===== config.mk =====
export PLATFORM = sky130hd
export DESIGN_NAME = rgb_pwm_fader
export DESIGN_NICKNAME = d
export VERILOG_FILES = /design/src/rtl/rgb_pwm_fader.sv
export SDC_FILE = /design/constraint.sdc
export NUM_CORES = 1
export LEC_CHECK = 0
export CAP_MARGIN = 20
export CORE_UTILIZATION = 30
export CTS_CLUSTER_SIZE = 16
export DETAILED_ROUTE_END_ITERATION = 12
export HOLD_SLACK_MARGIN = 0.12
export PLACE_DENSITY = 0.48
export SYNTH_ARGS = -nofsm -noshare
export SYNTH_HDL_FRONTEND = slang
export SYNTH_SLANG_ARGS = --single-unit

===== constraint.sdc =====
create_clock -name clk -period 2.14 [get_ports clk]
set_input_delay 0.428 -clock clk [delete_from_list [all_inputs] [get_ports clk]]
set_output_delay 0.428 -clock clk [all_outputs]
set_load 0.005 [all_outputs]

===== src/rtl/rgb_pwm_fader.sv =====
// rgb_pwm_fader: CHANNELS-wide LED PWM with per-channel static/fade/breathe/off level control.
// Latency: a write changes the working level in the accept cycle; the duty follows at the next period boundary, and pwm_out is one clock behind cnt.
// Backpressure: wr_ready is held high from the first clock after reset, so every write is taken in a single cycle.
//
// Ports:
//   clk, rst_n                 clock and asynchronous active-low reset
//   wr_valid/wr_ready          write handshake carrying wr_chan, wr_mode, wr_level
//   pwm_out[CHANNELS]          registered PWM outputs, active high
//   period_start               one-cycle pulse aligned with the first output cycle of each period
module rgb_pwm_fader #(
  parameter int CHANNELS = 3,
  parameter int WIDTH    = 8,
  parameter int PRESCALE = 12000,
  parameter int CW       = (CHANNELS > 1) ? $clog2(CHANNELS) : 1
) (
  input  logic                clk,
  input  logic                rst_n,
  input  logic                wr_valid,
  output logic                wr_ready,
  input  logic [CW-1:0]       wr_chan,
  input  logic [1:0]          wr_mode,
  input  logic [WIDTH-1:0]    wr_level,
  output logic [CHANNELS-1:0] pwm_out,
  output logic                period_start
);

  typedef enum logic [1:0] {
    M_STATIC  = 2'd0,
    M_FADE    = 2'd1,
    M_BREATHE = 2'd2,
    M_OFF     = 2'd3
  } mode_t;

  localparam int PW = (PRESCALE > 1) ? $clog2(PRESCALE) : 1;
  localparam logic [WIDTH-1:0] LVL_MAX  = '1;
  localparam logic [PW-1:0]    PRE_LAST = PW'(PRESCALE - 1);

  logic [WIDTH-1:0] cnt;
  logic [PW-1:0]    pre;
  logic             tick;
  logic             wr_fire;

  assign tick    = (pre == PRE_LAST);
  assign wr_fire = wr_valid && wr_ready;

  // Shared period counter, step prescaler and write-ready flag.
  always_ff @(posedge clk or negedge rst_n) begin
    if (!rst_n) begin
      cnt          <= '0;
      pre          <= '0;
      wr_ready     <= 1'b0;
      period_start <= 1'b0;
    end else begin
      cnt          <= cnt + 1'b1;
      pre          <= tick ? '0 : pre + 1'b1;
      wr_ready     <= 1'b1;
      period_start <= (cnt == '0);
    end
  end

  for (genvar i = 0; i < CHANNELS; i++) begin : g_ch
    localparam logic [CW-1:0] IDX = CW'(i);

    logic [WIDTH-1:0] level;
    logic [WIDTH-1:0] shadow;
    logic [WIDTH-1:0] target;
    mode_t            mode;
    logic             dir_up;
    logic             pwm_q;
    logic             hit;

    // Out-of-range channel indices never match any IDX, so those writes vanish.
    assign hit        = wr_fire && (wr_chan == IDX);
    assign pwm_out[i] = pwm_q;

    always_ff @(posedge clk or negedge rst_n) begin
      if (!rst_n) begin
        level  <= '0;
        shadow <= '0;
        target <= '0;
        mode   <= M_OFF;
        dir_up <= 1'b1;
        pwm_q  <= 1'b0;
      end else begin
        // Duty only changes at the period boundary; full scale is forced solid high.
        pwm_q <= (cnt < shadow) || (shadow == LVL_MAX);
        if (cnt == LVL_MAX) shadow <= level;

        // A write on a tick cycle replaces that channel's step for this cycle.
        if (hit) begin
          target <= wr_level;
          mode   <= mode_t'(wr_mode);
          case (mode_t'(wr_mode))
            M_STATIC:  level <= wr_level;
            M_FADE:    level <= level;
            M_BREATHE: begin
              level  <= '0;
              dir_up <= 1'b1;
            end
            M_OFF:     level <= '0;
          endcase
        end else if (tick) begin
          case (mode)
            M_STATIC: level <= target;
            M_FADE: begin
              if (level < target)      level <= level + 1'b1;
              else if (level > target) level <= level - 1'b1;
            end
            M_BREATHE: begin
              if (target == '0) begin
                level <= '0;
              end else if (dir_up) begin
                // Turn around on the tick that reaches the target.
                if (level < target) begin
                  level  <= level + 1'b1;
                  dir_up <= ((level + 1'b1) != target);
                end else begin
                  dir_up <= 1'b0;
                end
              end else begin
                if (level > '0) begin
                  level  <= level - 1'b1;
                  dir_up <= (level == WIDTH'(1));
                end else begin
                  dir_up <= 1'b1;
                end
              end
            end
            M_OFF: level <= '0;
          endcase
        end
      end
    end
  end

endmodule


======== Yosys cells after proc, flatten, opt, wreduce, memory -nomap -nowiden ========
Cells that the tools add are included.
word-level totals
  register bits ........................... 108
  bits of input ports ..................... 15
operators by class
  reductions and logical operators ........ 29
  magnitude comparators ................... 12
  $add $sub $neg .......................... 8
  mux-type cells .......................... 51
  eq/ne operators ......................... 43
operator list
  kind                                                                  count
  8-bit 2-to-1 mux                                                      24
  8-bit case mux with 4 select lines                                    3
  8-bit < comparator                                                    6
  8-bit by 1-bit adder with 8-bit output, second input constant         4
  8-bit == test, second input constant                                  4
  8-bit logical NOT                                                     4
  5-bit inequality test, second input constant                          6
  8-bit by 1-bit == test with 1-bit output, second input constant       3
  8-bit by 1-bit > comparator with 1-bit output, second input constant  3
  8-bit > comparator                                                    3
  8-bit inequality test                                                 3
  8-bit by 1-bit subtractor with 8-bit output, second input constant    3
  1-bit 2-to-1 mux                                                      22
  2-bit == test, second input constant                                  9
  8-bit case mux with 2 select lines                                    1
  5-bit AND reduction                                                   3
  14-bit by 1-bit adder with 14-bit output, second input constant       1
  14-bit == test, second input constant                                 1
  14-bit 2-to-1 mux                                                     1
  2-bit inequality test, second input constant                          6
  4-bit inequality test, second input constant                          3
  4-bit AND reduction                                                   3
  2-bit nonzero test                                                    6
  2-bit by 1-bit == test with 1-bit output, second input constant       5
  5 further kinds                                                       16

======== Longest topological paths before layout ========
Gate-level depths: netlist of the first run.
  word-level depth ........................ 8
  gate-level depth with buffers ........... 11
  gate-level depth less buffers ........... 9

======== Worst setup path before layout of the first run ========
No wires, ideal clock.
  path kind ............................... reg-to-reg
  start point ............................. reg g_ch[1].level[0]
  end point ............................... reg g_ch[1].level[6]
  stages on the path, launching flop included .. 10
  data required time ...................... 2015 ps
  arrival time ............................ 2185 ps
  path buffers ............................ 0
  path slack .............................. -169 ps
  path through ............................ dfrtp_1 > inv_1 > ha_1 > nor2b_1 > o211ai_1 > a21oi_1 > a2bb2oi_2 > o221ai_1 > a22o_1 > mux2_2
between the ends
  word-level cells in the longest chain between the ends .. 7
  elaborated cells on any way between the ends .. 18
RTL lines
  element                                                                                                       line      text
  start, declared                                                                                               64        logic [WIDTH-1:0] level;
  start signal, assigned                                                                                        94        M_STATIC: level <= wr_level;
  start signal, assigned                                                                                        95        M_FADE: level <= level;
  start signal, assigned                                                                                        104       M_STATIC: level <= target;
  8-bit by 1-bit subtractor with 8-bit output / 8-bit by 1-bit adder with 8-bit output (equally long branches)  n/a
  8-bit 2-to-1 mux, on equally long branches                                                                    121, 114
  8-bit 2-to-1 mux                                                                                              112       end else if (dir_up) begin
  8-bit 2-to-1 mux                                                                                              110       if (target == '0) begin
  8-bit case mux with 4 select lines                                                                            103       case (mode)
  8-bit 2-to-1 mux                                                                                              102       end else if (tick) begin
  8-bit 2-to-1 mux                                                                                              90        if (hit) begin
Several ways; a longest one is shown, not always the timed one. The select of a mux whose other input is x is not followed.
A chain may end at the register's enable or synchronous reset.

======== Worst setup path in the final report of the first run ========
  start point ............................. reg g_ch[2].level[1]
  end point ............................... reg g_ch[2].level[3]
between the ends
  word-level cells in the longest chain between the ends .. 7
  elaborated cells on any way between the ends .. 18
RTL lines
  element                                                                                                       line
  start, declared                                                                                               64
  start signal, assigned                                                                                        94
  start signal, assigned                                                                                        95
  start signal, assigned                                                                                        104
  8-bit by 1-bit subtractor with 8-bit output / 8-bit by 1-bit adder with 8-bit output (equally long branches)  n/a
  8-bit 2-to-1 mux, on equally long branches                                                                    121, 114
  8-bit 2-to-1 mux                                                                                              112
  8-bit 2-to-1 mux                                                                                              110
  8-bit case mux with 4 select lines                                                                            103
  8-bit 2-to-1 mux                                                                                              102
  8-bit 2-to-1 mux                                                                                              90
Several ways; a longest one is shown, not always the timed one. The select of a mux whose other input is x is not followed.

==> qor.csv, run 1 <==
metric,value,unit
Crit Path Category,reg -> reg,
post-layout net count,1170,
vias in the first global route,7278,
DRC violations left,0,
max cap viols,0,
Overflow after GRT,0,
Post-Syn Area,7560,um^2
latest clock arrival within the worst-skew pair,370,ps
ys async rst share,100,%
CTS max path bufs,2,
Hold Crit Class,reg -> reg,
Switching Power,4.34,mW
Placed Cells,1375,
"Net Count, Synth",939,
CP Launch Type,flip-flop,
Final setup viols,22,
Util after Layout,44.3,%
Finished Cell Area,10900,um^2
Tightest Pin Transition,759,ps
final hold violation count,0,
initial antenna violation count,0,
internal power,6.35,mW
R2R setup slack,-160,ps
setup ws final,-162,ps
hold path depth,1,
post-synthesis cell type count,69,
Initial Utilization,30.8,%
RSZ-0062 raised after global routing,true,
clk_skew,11.1,ps
combinational power share,58.3,%
sequential fraction of the synthesis area,35.9,%
failing checks,setup timing,
first-pass GRT wire length,39.5,mm
ys flop type,dfrtp_1,
routed vias,7203,
Layout area overhead,43.7,%
crit share post-route,108,%
register share of total power,24.8,%
Sw Share,40.6,%
hpwl dp,18.5,mm
Required @ worst endpoint,2430,ps
Synth Area per Inst,8.75,um^2
diode count,0,
routability cong.,0.864,
clk sinks,108,
Rows,57,
CP Data Arrival Time,2590,ps
Final Critical Period,2300,ps
worst r2r dst,g_ch[2].level[3],
Routed Antenna Nets,0,
num ports,20,
Hold Startpoint,pre[1],
TritonCTS clock tree,yes,
PortBufs,19,
Crit. End Element,flip-flop,
GRT Overall Usage,19.5,%
Reg2Reg Depth,9,
largest net degree at the start of global routing,56,
Initial DRC Count,357,
clock power share,16.9,%
Worst VDD drop,0.525,mV
root buf cell,clkbuf_16,
Routed wire per std cell,17.3,um
DP Area,9620,um^2
Yosys reg bits,108,
crit path max fanout,8,
reg2reg start,g_ch[2].level[1],
number of synthesized flops with an enable pin,0,
core box area,24500,um^2
Cells after Synth,864,
outcome,"complete, but fails checks",
Lkg Pwr,4.68,nW
Initial DRT Pass Iterations,5,
FMAX,0.434,GHz
Die Ht,161,um
Total Power,10.7,mW
Worst-path clk slew,80,ps
"Slew Viols, Final",0,
DRT Wirelength,24.7,mm
H-tree depth,3,
Avg Vias per Cell,5.06,
cts bufs inserted,9,
synth warn,0,
Die ar.,25800,um^2
die width,161,um
share of layout cells above drive strength 1,35.1,%
PwrDens,985,nW/um^2
slew margin rel.,49.2,%
Post-Layout Cell Count,1423,
hold endpoint,pre[1],
-- cells in the mapped netlist, types with 3 or more instances --
cell type | number | share of area, %
dfrtp_1 | 99 | 33
nand2_1 | 97 | 4.8
o21ai_0 | 69 | 4.6
inv_1 | 65 | 3.2
ha_1 | 60 | 9.9
nor2_1 | 55 | 2.7
xnor2_1 | 44 | 5.1
a21oi_1 | 36 | 2.4
nand3_1 | 35 | 2.3
clkbuf_1 | 26 | 1.3
xor2_1 | 22 | 2.5
nor3_1 | 18 | 1.2
mux2_2 | 17 | 2.5
and3_1 | 14 | 1.2
nand4_1 | 14 | 1.2
nor2b_1 | 14 | 1.2
nor4_1 | 14 | 1.2
o221ai_1 | 14 | 1.6
o22ai_1 | 10 | 0.83
a211oi_1 | 9 | 0.89
dfstp_2 | 9 | 3.1
a31oi_1 | 8 | 0.66
nand2b_1 | 8 | 0.66
o31ai_1 | 8 | 0.79
a211o_1 | 6 | 0.70
a21boi_0 | 6 | 0.60
a21o_1 | 5 | 0.50
o211ai_1 | 5 | 0.50
buf_2 | 4 | 0.26
buf_4 | 4 | 0.40
a2111oi_0 | 3 | 0.35
a221oi_1 | 3 | 0.35
mux2i_1 | 3 | 0.40
nor3b_1 | 3 | 0.30
o21a_1 | 3 | 0.30
o22a_1 | 3 | 0.35
o2bb2ai_1 | 3 | 0.35
o31ai_2 | 3 | 0.50
or2_2 | 3 | 0.25
or3_1 | 3 | 0.25
-- per-layer routing --
| metal | up-vias | share of wire (%) | global-route usage [%] |
|---|---|---|---|
| met4 | 0 | 1.7 | 5.79 |
| met5 | - | 0 | 0 |
| met3 | 26 | 5.6 | 3.36 |
| li1 | 3543 | - | - |
| met1 | 3463 | 47 | 27.0 |
| met2 | 171 | 46 | 31.1 |
-- logic make-up after synthesis --
group / after synthesis / share of synthesized area (%)
and+or+nand+nor: 290 / 18.7
adders and majority gates: 60 / 9.93
muxes: 20 / 2.93
other: 1 / 0.0496
AOI/OAI and AO/OA: 217 / 19.3
DFF: 108 / 35.9
xor gates and xnor gates: 66 / 7.65
buffers and inverters: 102 / 5.53
-- metrics by stage --
stage               setup slack [ps]  hold slack [ps]  setup TNS, ps
floorplan                      -77.2              132           -140
global placement                -225              478          -3540
detailed placement              -225              465          -4000
CTS                             -179              505          -1970
global route                    -244              527          -4170
finish                          -162              498          -1990
-- sequential cells by signal, summed over array words and instances (netlist names) --
name / cells
g_ch.dir_up: 3
g_ch.pwm_q: 3
g_ch.target: 24
cnt: 8
g_ch.shadow: 24
g_ch.level: 24
g_ch.mode: 6
pre: 14
wr_ready: 1
period_start: 1
-- worst max-delay path, cell delays in order (launching register included) --
cell and delay, ps:
dfrtp_1 420, ha_4 280, nor2b_4 120, o211ai_1 130, a21o_1 250, a311o_1 360, a31oi_4 240, buf_12 180
o21bai_1 110, o2bb2ai_1 120
-- power by group through the flow --
stage,logic [mW],registers (mW),clock network [mW]
after detailed placement,5.04,2.65,0
after global placement,5.05,2.65,0
after floorplan,2.73,2.69,0
after global routing,6.74,2.70,1.95
after CTS,5.71,2.64,1.88
final,6.24,2.65,1.81
-- what timing repair did --
action	CTS	global route
pin swaps	37	38
hold buffers	1	0
hold endpoints to repair	99	0
resized for setup	83	56
cloned	1	0
setup endpoints to repair	26	27
setup buffers	19	12
-- worst max-delay path by stage --
stage | from | end | slack (ps) | depth (start not counted)
after floorplan | g_ch[1].level[0] | g_ch[1].level[6] | -80 | 9
after global placement | wr_chan[0] | g_ch[2].dir_up | -230 | 8
after detailed placement | wr_chan[0] | g_ch[2].dir_up | -230 | 8
after CTS | g_ch[1].level[5] | g_ch[1].level[1] | -180 | 10
after global routing | g_ch[1].level[1] | g_ch[1].dir_up | -240 | 9
final | g_ch[2].level[1] | g_ch[2].level[3] | -160 | 9
-- cell usage in the layout (no fill, tap or decap), types with 15 or more instances in the layout --
cell               n
nor2_1            50
buf_4            215
mux2_2            16
inv_1             58
dfrtp_1           99
ha_1              48
buf_6             15
clkdlybuf4s50_1   18
a21oi_1           25
nand3_1           33
xor2_1            20
nand2_1           95
xnor2_1           42
o21ai_0           53
-- layout make-up --
type	instances	area [um^2]
Clock buffer	9	225
Clock inverter	6	77.6
Fill cell	2401	13700
Inverter	66	250
Multi-Input combinational cell	655	5100
Sequential cell	108	2710
Tap cell	324	405
Timing Repair Buffer	255	2090
Note: power is estimated with default switching activity, not from simulation.
==> run 2: changes to the inputs <==
--- a/config.mk
+++ b/config.mk
@@ -9,6 +9,7 @@
 export CORE_UTILIZATION = 30
 export CTS_CLUSTER_SIZE = 16
 export DETAILED_ROUTE_END_ITERATION = 12
+export GPL_TIMING_DRIVEN = 0
 export HOLD_SLACK_MARGIN = 0.12
 export PLACE_DENSITY = 0.48
 export SYNTH_ARGS = -nofsm -noshare
==> constraint.sdc (replaced) <==
create_clock -name clk -period 2.14 [get_ports clk]
set_input_delay 0.321 -clock clk [delete_from_list [all_inputs] [get_ports clk]]
set_output_delay 0.321 -clock clk [all_outputs]
set_load 0.005 [all_outputs]
==> run 2 against run 1 <==
  * Sequential share of layout area up 2.5 points
  * The run still ends with setup timing left
  * Final cell count down 8.4%
  * Wire length up 0.58%
  * Fmax down 2.6%
  * Highest routed layer unchanged
  * Register-to-register slack worse by 60 ps
==> qor.csv, run 2 (synthesis results as in run 1) <==
metric,value,unit
outcome,"complete, but fails checks",
failing checks,setup timing,
CP Launch Type,flip-flop,
Lkg Pwr,4.00,nW
Place WS,-840,ps
Routed wire per std cell,19.0,um
latest clock arrival within the worst-skew pair,370,ps
grt met1 use,28.0,%
highest-count cells in the layout ignoring fill and taps,"nand2_1 (93), dfrtp_1 (78), buf_4 (65), o21ai_0 (53), inv_1 (52)",
diode count,0,
fillers,2484,
CTS max path bufs,2,
largest net degree at the start of global routing,69,
Initial DRC Count,599,
routability cong.,0.859,
Hold Crit Class,in -> async,
clk_skew,9.61,ps
Routed Antenna Nets,0,
hpwl dp,17.2,mm
crit share post-route,110,%
GR Layer Usage met3,3.18,%
Final setup viols,25,
die width,161,um
Worst-path clk slew,70,ps
cts bufs inserted,9,
H-tree depth,3,
num ports,20,
GRT busiest layer,met2,
Tightest Pin Transition,758,ps
TritonCTS clock tree,yes,
FMAX,0.423,GHz
Crit Path Category,reg -> reg,
CP Data Arrival Time,2610,ps
routed vias,6974,
core box area,24500,um^2
RSZ-0062 raised after global routing,true,
DRC violations left,0,
Die Ht,161,um
Initial DRT Pass Iterations,5,
crit path cell chain,ha_4 > nor2b_4 > o211ai_1 > a21o_1 > a311o_1 > a31oi_4 > mux2_2,
final hold violation count,0,
slowest CP cell,dfrtp_2,
vias in the first global route,6741,
Die ar.,25800,um^2
clk sinks,108,
post-layout net count,1049,
setup ws final,-223,ps
PortBufs,19,
DP Area,8220,um^2
max cap viols,0,
Avg Vias per Cell,5.35,
Rows,57,
share of layout cells above drive strength 1,30.0,%
Util after Layout,40.7,%
met2 Usage GRT,29.8,%
Total Power,10.0,mW
CP max stage delay,450,ps
slew margin rel.,49.5,%
Overflow after GRT,0,
GRT Overall Usage,19.4,%
Layout area overhead,31.9,%
Worst VDD drop,0.422,mV
"leading cell type in the layout, fill and taps excluded",nand2_1,
CP Buf/Inv Count,0,
crit path max fanout,5,
Top delay family on crit path,compound AO/OA/AOI/OAI gates,
Required @ worst endpoint,2390,ps
Regs by FF count,"g_ch.level x24, g_ch.shadow x24, g_ch.target x24",
Hold WS,446,ps
R2R setup slack,-220,ps
Finished Cell Area,9980,um^2
"Slew Viols, Final",0,
Crit. End Element,flip-flop,
initial antenna violation count,0,
root buf cell,clkbuf_16,
Final Critical Period,2360,ps
Initial Utilization,30.8,%
PwrDens,1000,nW/um^2
DRT Wirelength,24.8,mm
first-pass GRT wire length,39.0,mm
==> run 2: final timing paths <==
kind,from,endpoint,cells after the start
hold / removal,rst_n,g_ch[2].pwm_q,2
setup / recovery,g_ch[2].level[1],g_ch[2].level[6],7
hold reg to reg,pre[4],pre[4],1
setup reg to reg,g_ch[2].level[1],g_ch[2].level[6],7
min in group clk,pre[4],pre[4],1
max in group asynchronous,rst_n,g_ch[2].mode[1],3
==> run 2: per-layer routing <==
layer | routed length (um) | up-vias
met1 | 12000 | 3427
met2 | 11200 | 201
met4 | 558 | 0
met5 | 0 | -
li1 | - | 3306
met3 | 1010 | 40
==> run 2: timing repair <==
item | 4_1_cts | 5_1_grt
endpoints found under the hold margin | 38 | 0
resized for setup | 117 | 107
pin swaps | 36 | 52
buffers inserted | 51 | 26
hold buffers | 1 | 0
endpoints found under the setup margin | 52 | 52
gates cloned | 2 | 0
==> run 2: layout make-up <==
type	instances	area, um^2	share of cell area, %
multi-input cells	654	5160	51.7
flip-flops and latches	108	2740	27.5
repair buffers	99	886	8.88
well taps	324	405	4.06
inverters	66	262	2.62
clock buffers	11	243	2.43
plain buffers	36	218	2.18
clock inverters	5	60.1	0.602
==> run 2: metrics by stage <==
stage	setup TNS, ps	cells
2_1_floorplan	-140	864
3_3_place_gp	-425710	1207
3_5_place_dp	-22660	1208
4_1_cts	-3530	1278
5_1_grt	-5140	1303
6_report	-2930	1303
==> run 2: where the power goes <==
| part | internal, mW | switching, mW | total (mW) |
|---|---|---|---|
| sequential | 2.39 | 0.430 | 2.82 |
| combinational | 2.45 | 2.97 | 5.42 |
| clock | 0.947 | 0.819 | 1.77 |
| total | 5.79 | 4.22 | 10.0 |
